==> config.mk <==
export PLATFORM = sky130hd
export DESIGN_NAME = spi_master
export DESIGN_NICKNAME = d
export VERILOG_FILES = /design/src/rtl/spi_pkg.sv /design/src/rtl/spi_master_shifter.sv /design/src/rtl/spi_master.sv
export SDC_FILE = /design/constraint.sdc
export NUM_CORES = 1
export LEC_CHECK = 0
export ABC_CLOCK_PERIOD_IN_PS = 2470
export CORE_MARGIN = 5
export CORE_UTILIZATION = 50
export CTS_CLUSTER_DIAMETER = 200
export CTS_CLUSTER_SIZE = 40
export DETAILED_ROUTE_END_ITERATION = 6
export DONT_BUFFER_PORTS = 1
export PLACE_DENSITY = 0.7
export RECOVER_POWER = 100
export SYNTH_ARGS = -nofsm -noshare
export SYNTH_HDL_FRONTEND = slang
export SYNTH_SLANG_ARGS = --single-unit
==> constraint.sdc <==
create_clock -name clk -period 2.47 [get_ports clk]
set_input_delay 0.1235 -clock clk [delete_from_list [all_inputs] [get_ports clk]]
set_output_delay 0.1235 -clock clk [all_outputs]
set_load 0.01 [all_outputs]
==> src/rtl/spi_pkg.sv <==
// Shared types and constants for the SPI master: FSM states, command codes, frame sizes.
package spi_pkg;

  localparam int FRAME_BITS = 10;
  localparam int DATA_BITS  = 8;

  typedef enum logic [1:0] {
    CMD_WR_ADDR = 2'b00,
    CMD_WR_DATA = 2'b01,
    CMD_RD_ADDR = 2'b10,
    CMD_RD_DATA = 2'b11
  } spi_cmd_e;

  typedef enum logic [2:0] {
    IDLE,
    SELECT,
    CMD,
    SHIFT,
    WAIT,
    RECV,
    FINISH,
    GAP
  } spi_state_e;

endpackage

==> src/rtl/spi_master_shifter.sv <==
// Datapath for the SPI master: TX frame shift register, RX byte shift register, shared bit counter.
module spi_master_shifter
  import spi_pkg::*;
(
  input  logic                  clk,
  input  logic                  rst_n,
  input  logic                  load,
  input  logic [FRAME_BITS-1:0] tx_word,
  input  logic                  tx_shift,
  input  logic                  rx_shift,
  input  logic                  miso,
  input  logic                  cnt_load,
  input  logic [3:0]            cnt_init,
  input  logic                  cnt_dec,
  output logic                  tx_bit,
  output logic [DATA_BITS-1:0]  rx_next,
  output logic [3:0]            cnt
);

  logic [FRAME_BITS-1:0] tx_sr;
  logic [DATA_BITS-1:0]  rx_sr;
  logic                  unused_rx_msb;

  always_ff @(posedge clk) begin
    if (!rst_n) begin
      tx_sr <= '0;
      rx_sr <= '0;
      cnt   <= '0;
    end else begin
      if (load)
        tx_sr <= tx_word;
      else if (tx_shift)
        tx_sr <= {tx_sr[FRAME_BITS-2:0], 1'b0};
      if (rx_shift)
        rx_sr <= rx_next;
      if (cnt_load)
        cnt <= cnt_init;
      else if (cnt_dec)
        cnt <= cnt - 4'd1;
    end
  end

  assign tx_bit  = tx_sr[FRAME_BITS-1];
  // The byte including the bit arriving this cycle, so the FSM can publish it on the last sample edge.
  assign rx_next = {rx_sr[DATA_BITS-2:0], miso};
  assign unused_rx_msb = rx_sr[DATA_BITS-1];

endmodule

==> src/rtl/spi_master.sv <==
// SPI master: sends a 10-bit command/address/data frame and, for read-data commands, receives one byte.
module spi_master
  import spi_pkg::*;
#(
  parameter int READ_LATENCY = 3,
  parameter int IDLE_GAP     = 1
) (
  input  logic                  clk,
  input  logic                  rst_n,
  input  logic                  start,
  input  logic [FRAME_BITS-1:0] tx_word,
  output logic                  busy,
  output logic                  done,
  output logic [DATA_BITS-1:0]  rd_data,
  output logic                  rd_valid,
  output logic                  SS_n,
  output logic                  MOSI,
  input  logic                  MISO
);

  spi_state_e state, next_state;
  spi_cmd_e   cmd_q;

  logic                 load, tx_shift, rx_shift, cnt_load, cnt_dec;
  logic [3:0]           cnt_init, cnt;
  logic                 tx_bit;
  logic [DATA_BITS-1:0] rx_next;
  logic                 ss_active_next, mosi_next, finish_next;

  spi_master_shifter u_shifter (
    .clk      (clk),
    .rst_n    (rst_n),
    .load     (load),
    .tx_word  (tx_word),
    .tx_shift (tx_shift),
    .rx_shift (rx_shift),
    .miso     (MISO),
    .cnt_load (cnt_load),
    .cnt_init (cnt_init),
    .cnt_dec  (cnt_dec),
    .tx_bit   (tx_bit),
    .rx_next  (rx_next),
    .cnt      (cnt)
  );

  always_comb begin
    next_state = state;
    load       = 1'b0;
    rx_shift   = 1'b0;
    cnt_load   = 1'b0;
    cnt_init   = '0;
    cnt_dec    = 1'b0;
    case (state)
      IDLE: begin
        if (start) begin
          next_state = SELECT;
          load       = 1'b1;
        end
      end
      SELECT: next_state = CMD;
      CMD: begin
        next_state = SHIFT;
        cnt_load   = 1'b1;
        cnt_init   = 4'(FRAME_BITS);
      end
      SHIFT: begin
        cnt_dec = 1'b1;
        if (cnt == 4'd1) begin
          if (cmd_q == CMD_RD_DATA) begin
            next_state = WAIT;
            cnt_load   = 1'b1;
            cnt_init   = 4'(READ_LATENCY);
          end else begin
            next_state = FINISH;
          end
        end
      end
      WAIT: begin
        cnt_dec = 1'b1;
        if (cnt == 4'd1) begin
          next_state = RECV;
          cnt_load   = 1'b1;
          cnt_init   = 4'(DATA_BITS);
        end
      end
      RECV: begin
        rx_shift = 1'b1;
        cnt_dec  = 1'b1;
        if (cnt == 4'd1)
          next_state = FINISH;
      end
      FINISH: begin
        next_state = GAP;
        cnt_load   = 1'b1;
        cnt_init   = 4'(IDLE_GAP);
      end
      GAP: begin
        cnt_dec = 1'b1;
        if (cnt == 4'd1)
          next_state = IDLE;
      end
      default: next_state = IDLE;
    endcase

    // Pin values are registered from the state being entered so they line up with that state.
    tx_shift       = (next_state == SHIFT);
    ss_active_next = (next_state inside {SELECT, CMD, SHIFT, WAIT, RECV});
    mosi_next      = (next_state == CMD || next_state == SHIFT) ? tx_bit : 1'b0;
    finish_next    = (next_state == FINISH);
  end

  always_ff @(posedge clk) begin
    if (!rst_n) begin
      state    <= IDLE;
      cmd_q    <= CMD_WR_ADDR;
      SS_n     <= 1'b1;
      MOSI     <= 1'b0;
      busy     <= 1'b0;
      done     <= 1'b0;
      rd_valid <= 1'b0;
      rd_data  <= '0;
    end else begin
      state    <= next_state;
      if (load)
        cmd_q <= spi_cmd_e'(tx_word[FRAME_BITS-1 -: 2]);
      SS_n     <= !ss_active_next;
      MOSI     <= mosi_next;
      busy     <= (next_state != IDLE);
      done     <= finish_next;
      rd_valid <= finish_next && (cmd_q == CMD_RD_DATA);
      if (finish_next && cmd_q == CMD_RD_DATA)
        rd_data <= rx_next;
    end
  end

endmodule
* After elaboration in Yosys (flattened, before gate mapping) *
Cells that the tools add are included.

word-level totals
  flip-flop bits (word level) = 39
  word-level logic and storage cells = 61

operators by class
  add/subtract/negate cells = 1
  eq/ne operators = 15
  muxes and demuxes = 23
  reduce and logical (&&, ||, !) cells = 11

operators by type and width
  kind                   count
  $pmux W3 S8            1
  $eq A3 B3 Y1 const B   7
  $mux W10               2
  $pmux W4 S4            1
  $mux W3                5
  $eq A3 B2 Y1 const B   4
  $mux W4                3
  $mux W1                7
  $eq A3 B1 Y1 const B   2
  $mux W2                3
  $reduce_bool A5 Y1     1
  $eq A4 B1 Y1 const B   1
  $reduce_bool A2 Y1     2
  $reduce_or A4 Y1       1
  $sub A4 B1 Y4 const B  1
  $logic_not A3 Y1       1
  $pmux W1 S3            1
  $reduce_bool A3 Y1     1
  $eq A2 B2 Y1 const B   1
  $reduce_and A2 Y1      1
  $reduce_or A2 Y1       1
  $logic_and A1 B1 Y1    1
  $logic_not A1 Y1       1
  $logic_or A1 B1 Y1     1

* Logic depth before layout (Yosys ltp) *
  word-level depth = 7
  mapped depth = 7
  depth with buffers taken out = 6

* Cells and area by module *
Synthesis repeated with hierarchy kept, for this count alone.

second synthesis, totals
  cells, all modules = 202
  area, all modules = 1790.5 um2

modules (own cells, without submodules)
  module              times used  cells an instance  area each (um2)
  spi_master_shifter  1           101                949.7
  spi_master          1           101                840.8

* Worst setup path after synthesis *
Ideal clock, no wire load.

  path kind = register to register
  start point = register u_shifter.cnt[0]
  end point = register rd_data[7]
  setup time = 0.128 ns
  data arrival time = 1.702 ns
  data required time = 2.342 ns
  path slack = 0.640 ns
  stages on the path, launching flop included = 7
  path buffers = 1
  cell sequence = dfxtp_1 -> ha_1 -> or3b_1 -> buf_6 -> nor3_4 -> mux2i_1 -> nor2_1

on the way
  longest elaborated chain between the ends = 5

ends and longest elaborated chain
  item                               line                      text
  start: declaration                 spi_master_shifter.sv:17  output logic [3:0] cnt
  start signal: assignment           spi_master_shifter.sv:37  cnt <= cnt_init;
  start signal: assignment           spi_master_shifter.sv:39  cnt <= cnt - 4'd1;
  $eq A4 B1 Y1 *                     -
  $mux W3, on equally long branches  -
  $pmux W3 S8 *                      spi_master.sv:53          case (state)
  $eq A3 B3 Y1 *                     spi_master.sv:109         finish_next = (next_state == FINISH);
  $logic_and A1 B1 Y1 *              spi_master.sv:131         if (finish_next && cmd_q == CMD_RD_DATA)
  end signal: assignment             spi_master.sv:132         rd_data <= rx_next;
  end: declaration                   spi_master.sv:14          output logic [DATA_BITS-1:0] rd_data,

Every way passes the cells marked *; elsewhere a longest branch is shown, timed or not.
A chain may end at the register's enable or synchronous reset.

* Worst setup path after layout *
  start point = register u_shifter.cnt[0]
  end point = register u_shifter.tx_sr[7]

on the way
  longest elaborated chain between the ends = 5

ends and longest elaborated chain
  item                               line                      text
  $eq A4 B1 Y1 *                     -
  $mux W3, on equally long branches  -
  $pmux W3 S8 *                      spi_master.sv:53
  $eq A3 B2 Y1 *                     spi_master.sv:106         tx_shift = (next_state == SHIFT);
  $reduce_bool A2 Y1 (no line) *     -
  end signal: assignment             spi_master_shifter.sv:31  tx_sr <= tx_word;
  end signal: assignment             spi_master_shifter.sv:33  tx_sr <= {tx_sr[FRAME_BITS-2:0], 1'b0};
  end: declaration                   spi_master_shifter.sv:20  logic [FRAME_BITS-1:0] tx_sr;

Marks and branches as above.

==> reports/metrics.cfg <==
[synthesis]
synth_fa_ha_area_share_pct=1.464
yosysWarnings=0
yosys.area_share.simple_pct=19.25
synth_nets=200
synth_compound_area_share_pct=18.74
seq_area_frac_synth_pct=45.68
ys_ff_latch=39
async_flop_share_pct=0
syn_area_mm2=0.001709
synth_top_family_by_area=simple AND/OR/NAND/NOR gates
synth.area.mux_share_pct=9.444
yosys.area_share.xor_xnor_pct=1.025
synth-edff-count=0
syn_area_per_cell_um2=9.289
synth_cell_types=45
synth_ff_type=dfxtp_1
syn-instance-count=184

[setup_path]
crit_required_ns=2.74
crit_type=reg -> reg
cp_cell_sequence=ha_1 > and4bb_1 > a2bb2oi_1 > a222oi_1 > nor2_1
start_kind=flip-flop
worstPathMaxFanout=9
slowest_delay_ns=0.60
worstSetupEndpointType=flip-flop
arrival_ns=2.36
critPathSlowestCell=a2bb2oi_1

[finish]
drive_gt1_share_pct=8.205
area_growth_pct=11.20
n_fill_cell=311
antenna_cells=0
final_core_util_pct=57.41
fin_nets=210

[floorplanning]
core-area_mm2=0.003311
die_area_mm2=0.004687
start_util_pct=51.63
io_pins=27
dieHeight_um=68.47
floorplan.rows=21
die_w_um=68.47

[clocking]
post-cts-setup-buffer-count=0
clock_latency_ns=0.33
htree_levels=2
cts.sinks=39
cts_root_buf=clkbuf_4
cts_buffers=5
cts_hold_buf=12
cts_tree=done
post_cts_resized=0
path_clk_slew_ns=0.12
clock_path_buffers=2

[power_and_ir_drop]
leakagePower_uw=0.0007404
power.density_mw_per_mm2=615.4
vdd_drop_max_mv=0.3385

[global_route]
grt_pass1_wl_um=5982
overflow=0
antenna_found_initial=0
grt_util_all_layers_pct=16.89
grt_start_max_net_pins=21
grt_pass1_vias=1396

[route]
firstDrtPassIters=5
wire_per_inst_um=14.74
num_vias=1425
drtIter0Drc=124
via_per_inst=5.913
antenna_left=0
drcViolationCount=0
finalWirelength_um=3552

[place]
globalplace.congestion=0.8622
io_buffers=0
hpwl_um=2525

[timing]
report.final.slew_viol_count=0
grt_setup_unrepaired=false
relSlewSlack_pct=57.10
finClkSkew_ns=0.006132
setup_viol=0
tns_ns=0
fmax_mhz=477.9
fin_crit_sh_pct=84.72
tightest_slew_ns=0.6410
fin_crit_ns=2.093
final-hold-violation-count=0

[job]
maxCapViolations=0

[hold_path]
hold_path.class=in -> reg

[outcome]
status=completed

==> synth_stat cells (3+ instances only) <==
cell	instances	share of area (%)
nand3_1	3	0.88
a222oi_1	7	4.1
o21ai_0	8	2.3
a21oi_1	8	2.3
mux2i_1	15	8.8
dfxtp_1	39	46
a31oi_1	4	1.5
inv_1	5	1.1
o31ai_1	3	1.3
nor2_1	30	6.6
buf_2	3	0.88
nand2_1	15	3.3
clkbuf_1	7	1.5
==> flip-flops by register name, summed over array words and instances, names as in the netlist <==
name / count
busy: 1
rd_data: 8
rd_valid: 1
u_shifter.tx_sr: 10
state: 3
done: 1
SS_n: 1
u_shifter.cnt: 4
cmd_q: 2
u_shifter.rx_sr: 7
MOSI: 1
==> logic make-up after synthesis <==
logic type / count (synthesis)
adders and majority gates: 2
xor gates and xnor gates: 2
AOI/OAI and AO/OA: 43
buffers and inverters: 17
muxes: 16
and+or+nand+nor: 65
DFF: 39
==> where the power goes <==
part           switching (uW)  internal [uW]  total [uW]
clock                     209            109         317
sequential               37.8            660         698
combinational            82.3           72.1         154
==> through the flow <==
| step | total power [uW] | instances | cell area (um2) | hold slack [ns] | setup slack [ns] |
|---|---|---|---|---|---|
| after floorplan | 820.9 | 184 | 1709 | 0.2584 | 0.6401 |
| after global placement | 839.7 | 221 | 1733 | 0.2738 | 0.5196 |
| after detailed placement | 847.6 | 221 | 1733 | 0.2725 | 0.4563 |
| after CTS | 1182 | 241 | 1911 | 0.01806 | 0.4377 |
| after global routing | 1236 | 241 | 1901 | 0.03912 | 0.1643 |
| final | 1170 | 241 | 1901 | 0.03658 | 0.3775 |
==> per-layer routing <==
metal / vias to the layer above / GRT usage, % / part of all wire, %
li1: 687 / - / -
met1: 679 / 20.02 / 42
met3: 8 / 5.583 / 6.6
met5: - / 0 / 0
met4: 0 / 7.444 / 1.5
met2: 51 / 27.53 / 50
==> worst max-delay path: cells and delay by family (launching register included) <==
kind | cells | cell delay (ns)
AOI/OAI and AO/OA | 2 | 0.82
adders and majority gates | 1 | 0.23
DFF | 1 | 0.42
and+or+nand+nor | 2 | 0.56
==> area by class of cell <==
class                   instances  area [um2]  area share (%)
flip-flops and latches         39       780.7           41.08
multi-input cells             128       847.1           44.57
clock inverters                 3       20.02           1.053
inverters                       5       18.77          0.9875
clock buffers                   5       37.54           1.975
well taps                      46       57.56           3.028
repair buffers                 15       138.9           7.307
==> cell usage in the layout (no fill, tap or decap), types with 3 or more instances in the layout <==
master         instances
a21oi_1                8
a222oi_1               7
o21ai_0                8
nor2_1                30
nand2_1               15
nand3_1                3
dfxtp_1               39
mux2i_1               15
inv_1                  5
o31ai_1                3
clkbuf_4               5
a31oi_1                4
dlygate4sd3_1         12
==> final timing paths <==
check / slack [ns] / depth (start not counted) / to / startpoint
max reg2reg: 0.38 / 5 / u_shifter.tx_sr[7] / u_shifter.cnt[0]
min reg2reg: 0.50 / 2 / u_shifter.tx_sr[9] / u_shifter.tx_sr[8]
min: 0.04 / 3 / cmd_q[1] / start
max: 0.38 / 5 / u_shifter.tx_sr[7] / u_shifter.cnt[0]
Power figures use the tool's default switching activity.
